==> src/rtl/srio_xfer_seq.sv <==
// Doorbell + NWRITE transfer sequencer for an SRIO logical layer.
// Moore FSM: every output is registered and decoded from the next state.
module srio_xfer_seq #(
  parameter int unsigned GAP_CYCLES     = 3,
  parameter int unsigned TIMEOUT_CYCLES = 4096
) (
  input  logic       log_clk,
  input  logic       log_rst_n,
  input  logic       start_in,
  input  logic [7:0] xfer_count_in,
  input  logic       abort_in,
  input  logic       link_initialized_in,
  input  logic       rapidIO_ready_in,
  input  logic       nwr_ready_in,
  input  logic       nwr_done_ack_in,
  output logic       self_check_o,
  output logic       nwr_req_o,
  output logic       busy_o,
  output logic       done_o,
  output logic       error_o,
  output logic [1:0] err_code_o,
  output logic [7:0] rounds_done_o
);

  typedef enum logic [2:0] {
    StIdle, StDbReq, StDbWait, StGap, StNwrReq, StNwrWait, StDone, StErr
  } state_e;

  localparam logic [7:0]  GapLast  = 8'(GAP_CYCLES - 1);
  localparam logic [15:0] WdogLast = 16'(TIMEOUT_CYCLES - 1);

  state_e      state_q, state_d;
  logic        ret_nwr_q, ret_nwr_d;  // GAP exit target: 1 = NWR_REQ, 0 = DB_REQ
  logic [7:0]  gap_q, gap_d;
  logic [15:0] wdog_q, wdog_d;
  logic [7:0]  target_q, target_d;
  logic [7:0]  rounds_d;
  logic        error_d;
  logic [1:0]  code_d;

  always_comb begin
    state_d   = state_q;
    ret_nwr_d = ret_nwr_q;
    gap_d     = gap_q;
    wdog_d    = wdog_q;
    target_d  = target_q;
    rounds_d  = rounds_done_o;
    error_d   = error_o;
    code_d    = err_code_o;

    unique case (state_q)
      StIdle: begin
        if (start_in && link_initialized_in) begin
          target_d = xfer_count_in;
          rounds_d = 8'd0;
          error_d  = 1'b0;
          code_d   = 2'b00;
          state_d  = (xfer_count_in == 8'd0) ? StDone : StDbReq;
        end
      end
      StDbReq: begin
        wdog_d  = 16'd0;
        state_d = StDbWait;
      end
      StDbWait: begin
        if (rapidIO_ready_in && nwr_ready_in) begin
          gap_d     = 8'd0;
          ret_nwr_d = 1'b1;
          state_d   = StGap;
        end else if (wdog_q == WdogLast) begin
          error_d = 1'b1;
          code_d  = 2'b01;
          state_d = StErr;
        end else begin
          wdog_d = wdog_q + 16'd1;
        end
      end
      StGap: begin
        if (gap_q == GapLast) begin
          state_d = ret_nwr_q ? StNwrReq : StDbReq;
        end else begin
          gap_d = gap_q + 8'd1;
        end
      end
      StNwrReq: begin
        wdog_d  = 16'd0;
        state_d = StNwrWait;
      end
      StNwrWait: begin
        if (nwr_done_ack_in && rapidIO_ready_in) begin
          rounds_d = rounds_done_o + 8'd1;
          if (rounds_done_o + 8'd1 == target_q) begin
            state_d = StDone;
          end else begin
            gap_d     = 8'd0;
            ret_nwr_d = 1'b0;
            state_d   = StGap;
          end
        end else if (wdog_q == WdogLast) begin
          error_d = 1'b1;
          code_d  = 2'b10;
          state_d = StErr;
        end else begin
          wdog_d = wdog_q + 16'd1;
        end
      end
      StDone:  state_d = StIdle;
      StErr:   state_d = StIdle;
      default: state_d = StIdle;
    endcase

    // Link loss overrides any same-cycle completion or timeout.
    if (!link_initialized_in &&
        (state_q inside {StDbReq, StDbWait, StGap, StNwrReq, StNwrWait})) begin
      rounds_d = rounds_done_o;
      error_d  = 1'b1;
      code_d   = 2'b11;
      state_d  = StErr;
    end

    // Abort wins over everything and leaves status untouched.
    if (abort_in && (state_q != StIdle)) begin
      rounds_d = rounds_done_o;
      error_d  = error_o;
      code_d   = err_code_o;
      state_d  = StIdle;
    end
  end

  always_ff @(posedge log_clk) begin
    if (!log_rst_n) begin
      state_q       <= StIdle;
      ret_nwr_q     <= 1'b0;
      gap_q         <= 8'd0;
      wdog_q        <= 16'd0;
      target_q      <= 8'd0;
      self_check_o  <= 1'b0;
      nwr_req_o     <= 1'b0;
      busy_o        <= 1'b0;
      done_o        <= 1'b0;
      error_o       <= 1'b0;
      err_code_o    <= 2'b00;
      rounds_done_o <= 8'd0;
    end else begin
      state_q       <= state_d;
      ret_nwr_q     <= ret_nwr_d;
      gap_q         <= gap_d;
      wdog_q        <= wdog_d;
      target_q      <= target_d;
      self_check_o  <= (state_d == StDbReq);
      nwr_req_o     <= (state_d == StNwrReq);
      busy_o        <= (state_d != StIdle);
      done_o        <= (state_d == StDone);
      error_o       <= error_d;
      err_code_o    <= code_d;
      rounds_done_o <= rounds_d;
    end
  end

endmodule

==> config.mk <==
export PLATFORM = sky130hd
export DESIGN_NAME = srio_xfer_seq
export DESIGN_NICKNAME = d
export VERILOG_FILES = /design/src/rtl/srio_xfer_seq.sv
export SDC_FILE = /design/constraint.sdc
export NUM_CORES = 1
export LEC_CHECK = 0
export CAP_MARGIN = 20
export CORE_ASPECT_RATIO = 0.8
export CORE_MARGIN = 3
export CORE_UTILIZATION = 51
export DETAILED_ROUTE_END_ITERATION = 12
export PLACE_DENSITY = 0.76
export SLEW_MARGIN = 10
export SYNTH_ARGS = -nofsm -noshare
export SYNTH_HDL_FRONTEND = slang
export SYNTH_SLANG_ARGS = --single-unit
==> constraint.sdc <==
create_clock -name log_clk -period 2.26 [get_ports log_clk]
set_input_delay 0.452 -clock log_clk [delete_from_list [all_inputs] [get_ports log_clk]]
set_output_delay 0.452 -clock log_clk [all_outputs]
set_load 0.02 [all_outputs]
Word-level counts from Yosys, hierarchy flattened
Index checks and enable logic that the tools add are counted.
{ "op_classes": {"bitwise_logic": 2, "muxes": 40, "n_eq_ne": 25, "n_addsub": 3, "reduce_logical": 25} }
{ "op_table": {"columns": ["op", "count"], "rows": [
  ["$mux 16", 3],
  ["$mux 8", 6],
  ["$pmux 16 s3", 1],
  ["$mux 3", 10],
  ["$pmux 8 s3", 1],
  ["$pmux 3 s7", 1],
  ["$eq 3x3->1 const B", 6],
  ["$add 16x1->16 const B", 1],
  ["$add 8x1->8 const B", 2],
  ["$eq 16x12->1 const B", 1],
  ["$pmux 8 s2", 1],
  ["$reduce_and 5->1", 3],
  ["$ne 2x2->1 const B", 7],
  ["$mux 2", 6],
  ["$ne 3x2->1 const B", 4],
  ["$reduce_bool 3->1", 4],
  ["$eq 8x2->1 const B", 1],
  ["$eq 8x8->1", 1],
  ["$logic_not 8->1", 1],
  ["$mux 1", 8],
  ["$reduce_and 7->1", 1],
  ["$eq 3x1->1 const B", 2],
  ["$eq 3x2->1 const B", 2],
  ["$pmux 2 s3", 1],
  ["14 further kinds", 21]
]} }
{ "word_totals": {"ff_bits": 51, "wordCells": 107, "output_inout_bits": 15} }

Longest topological paths before layout
{ "logic_depth": {"word_depth": 8, "ltp_mapped": 8} }

Worst setup path before layout
Ideal clock, no wire load.
{ "synth_timing": {"kind": "register to register", "from": "register rounds_done_o[0]", "to": "register gap_q[7]", "setup_slack_ns": 0.000, "stages_incl_launch_ff": 8, "arrival_time_ns": 2.189, "required_ns": 2.189, "cell_sequence": "dfxtp_1 -> ha_1 -> and3_1 -> mux2i_1 -> o32ai_1 -> o2111a_1 -> or4_1 -> a21oi_1"} }
{ "synth_via": {"elab_chain_cells": 4} }
{ "synth_lines": {"columns": ["item", "line_no", "source"], "rows": [
  ["from (decl)", "22", "output logic [7:0] rounds_done_o"],
  ["from (signal assigned)", "156", "rounds_done_o <= rounds_d;"],
  ["$add 8x1->8", "92", "if (rounds_done_o + 8'd1 == target_q) begin"],
  ["$eq 8x8->1", "92", null],
  ["$ne 2x2->1 (no source line)", null, null],
  ["$reduce_and 5->1 (no source line)", null, null],
  ["to (signal assigned)", "147", "gap_q <= gap_d;"],
  ["to (decl)", "34", "logic [7:0] gap_q, gap_d;"]
]} }
Every way passes these cells.
A chain may end at the register's enable or synchronous reset.

Worst setup path in the final report
{ "layout_timing": {"from": "register wdog_q[12]", "to": "register done_o"} }
{ "layout_via": {"elab_chain_cells": 7} }
{ "layout_lines": {"columns": ["item", "line_no", "source"], "rows": [
  ["from (decl)", "35", "logic [15:0] wdog_q, wdog_d;"],
  ["from (signal assigned)", "148", "wdog_q <= wdog_d;"],
  ["$eq 16x12->1 *", "70, 99", null],
  ["$mux 3 *", "70, 99", null],
  ["$mux 3, on equally long branches", "90, 66", null],
  ["$pmux 3 s7 *", "51", "unique case (state_q)"],
  ["$mux 3 *", "113", "if (!link_initialized_in &&"],
  ["$mux 3 *", "122", "if (abort_in && (state_q != StIdle)) begin"],
  ["$eq 3x3->1 *", "153", "done_o <= (state_d == StDone);"],
  ["to (signal assigned)", "153", null],
  ["to (decl)", "19", "output logic done_o,"]
]} }
Mark *: on every way between the ends. The rest lies on a longest branch, timed or not.

==> flow_summary_export.csv <==
group,metric,value,unit
outcome,status,"finished, final reports clean",
grt,grt_use_total,25.0,%
critical_path,reg2reg_from,"wdog_q[12]",
critical_path,worstSetupStartpointType,"flop",
die,die_area,0.00644,mm²
final_layout,nFillCells,386,
critical_path,path_common_cell,"or4_4",
final_layout,final_cell_area,0.00369,mm²
detailed_routing,routed_wl,7700,µm
yosys,yosysTopAreaCell,"dfxtp_1",
sta,final.period_utilization,97.4,%
sta,worst_slack,57.7,ps
critical_path,worstPathRequired,2480,ps
yosys,synth_top_area_share,36.3,%
cts,cts_tree,"built",
grt,grt_start_max_net_pins,17,
yosys,synth_edf_count,0,
die,die_w,89.0,µm
cts,clockBufferDepth,2,
final_layout,antennaDiodeCount,0,
final_layout,layout.nets,441,
detailed_routing,viasPerCell,6.13,
yosys,syn_area_per_cell,8.05,µm²
sta,slew_headroom,66.7,%
yosys,seq_area_frac_synth,36.3,%
grt,met1_usage,36.2,%
place,place.gp.congestion,0.936,
place,dp_worst_setup_slack,-482,ps
grt,overflow,0,
place,dp_hpwl,5760,µm
yosys,netlist_instances,349,
cts,cts-root-buf,"clkbuf_8",
grt,grt.busiest_layer,"met2",
place,placed_area,0.00350,mm²
critical_path,cp-startpoint,"wdog_q[12]",
yosys,ys.flop_type,"dfxtp_1",
yosys,synth_commonest_cells,"dfxtp_1 (51), nand2_1 (41), nor2_1 (32)",
sta,tightest_slew,496,ps
detailed_routing,drtAntennaViolNets,0,
grt,antenna_found_initial,0,
die,die_height,72.4,µm
yosys,synth.ff_latch_count,51,
critical_path,slowest_delay,550,ps
power,irDropWorstVdd,0.685,mV
yosys,synth_async_sr_flop_share,0,%
final_layout,utilization,71.6,%
hold_path,hold_path_class,"reg2reg",
sta,whs,479,ps
critical_path,path_cells,"or4_4 > or4_4 > and3_1 > o31a_1 > nor4_2",
final_layout,drive_above_1_share,18.5,%
detailed_routing,dr.first_iter.drc_count,174,
hold_path,hp-start,"target_q[7]",
cts,clock_latency,300,ps
power,power_density,841,mW/mm²
cts,h-tree-depth,2,
power,totalPowerFinal,3.10,mW
die,rows,23,
detailed_routing,avgRoutedWirePerCell,15.9,µm
job,maxCapViolCount,0,
grt,grt_use_met3,4.77,%
sta,finalHoldViolations,0,
cts,cts.sink_count,51,
detailed_routing,drt_first_pass_iters,5,
die,fp.coreArea,0.00515,mm²
cts,cts_hold_buf,0,
yosys,synth_area_leaders,"dfxtp_1 (36%), xnor2_1 (6.5%), nand2_1 (5.5%)",
sta,slew_viol_final,0,
sta,finalClockSkew,4.06,ps
yosys,yosys_warnings,0,
die,ioPinCount,31,
die,start_util,54.5,%
final_layout,area_delta_synth_final,31.4,%
cts,clk_pin_slew,90,ps
detailed_routing,num_vias,2965,
yosys,synth_nets,369,
sta,setup_viol,0,
grt,grt_use_met2,37.5,%
critical_path,worstPathArrival,2420,ps
grt,grt_pass1_vias,2759,
critical_path,worstSetupPathType,"reg2reg",
yosys,synth_most_common_cell,"dfxtp_1",
power,p_leak,1.34,nW
yosys,synth_area,0.00281,mm²
detailed_routing,drc,0,
grt,grt_pass1_wl,12700,µm
yosys,ys_types,51,
critical_path,crit_path_end_kind,"flop",
critical_path,cp_max_fo,4,
sta,fmax,454,MHz
sta,post-route-min-period,2200,ps
critical_path,slowest_stage,"or4_4",
place,port_buffers,30,
cts,cts_buffers,5,
-- cells by family after synthesis --
| family | Yosys count | synth area share (%) |
|---|---|---|
| buffers and inverters | 22 | 2.98 |
| muxes | 3 | 1.07 |
| AOI/OAI and AO/OA | 96 | 22.9 |
| DFF | 51 | 36.3 |
| and+or+nand+nor | 149 | 27.4 |
| xor gates and xnor gates | 24 | 7.48 |
| adders and majority gates | 4 | 1.78 |
-- sequential cells by signal, summed over array words and instances, names as in the netlist --
register / flops
rounds_done_o: 8
done_o: 1
busy_o: 1
nwr_req_o: 1
error_o: 1
ret_nwr_q: 1
target_q: 8
self_check_o: 1
err_code_o: 2
state_q: 3
wdog_q: 16
gap_q: 8
-- critical path, delay by kind of cell, from the launching register on --
kind             cells  cell delay, ps
AND/OR/NAND/NOR      4            1450
flip-flops           1             330
AO/OA/AOI/OAI        1             350
-- layout make-up --
type	instances	area (µm²)	share of cell area, %
Multi-Input combinational cell	276	1800	48.8
Clock buffer	7	76.3	2.07
Timing Repair Buffer	78	673	18.2
Clock inverter	1	5.00	0.136
Inverter	9	33.8	0.916
Tap cell	62	77.6	2.10
Sequential cell	51	1020	27.8
-- where the power goes --
part | total [mW] | switching [mW] | internal, mW | leakage (nW)
Sequential | 1.09 | 0.0889 | 0.998 | 0.414
Clock | 0.512 | 0.294 | 0.218 | 0.0422
Combinational | 1.50 | 0.841 | 0.662 | 0.886
-- what timing repair did --
action / CTS / global route
hold endpoints to repair: 0 / 0
resized for setup: 6 / 18
setup endpoints to repair: 21 / 22
setup buffers: 0 / 1
pin swaps: 3 / 4
-- layer usage --
metal	part of all wire, %	wire, µm	vias up
li1	-	-	1420
met1	47	3630	1402
met2	44	3390	124
met3	7.7	592	19
met4	1.3	98	0
met5	0	0	-
-- per-stage QoR --
stage | setup TNS (ps) | cells
global route | -12.5 | 484
global placement | -2640 | 475
detailed placement | -5880 | 475
floorplan | 0 | 349
finish | 0 | 484
CTS | -1.61 | 483
-- worst paths after layout --
check / endpoint / slack (ps) / depth (start not counted)
max: done_o / 60 / 5
min reg2reg: target_q[7] / 480 / 2
max reg2reg: done_o / 60 / 5
min: target_q[7] / 480 / 2
-- layout by cell type (no fill, tap or decap), types with 4 or more instances in the layout --
cell and instances:
and3_1 7, o21ai_0 17, nand4_1 6, a211oi_1 8, or3_1 8, clkbuf_8 5, buf_4 47, a21boi_0 16
clkdlybuf4s50_1 30, nor3_1 5, dfxtp_1 48, and2_1 7, nor2_1 32, nand2_1 41, xnor2_1 21, inv_1 9
a31oi_1 4, or4_1 4, nand3_1 13, o211ai_1 4, a21oi_1 19
(Power assumes the default switching activity.)
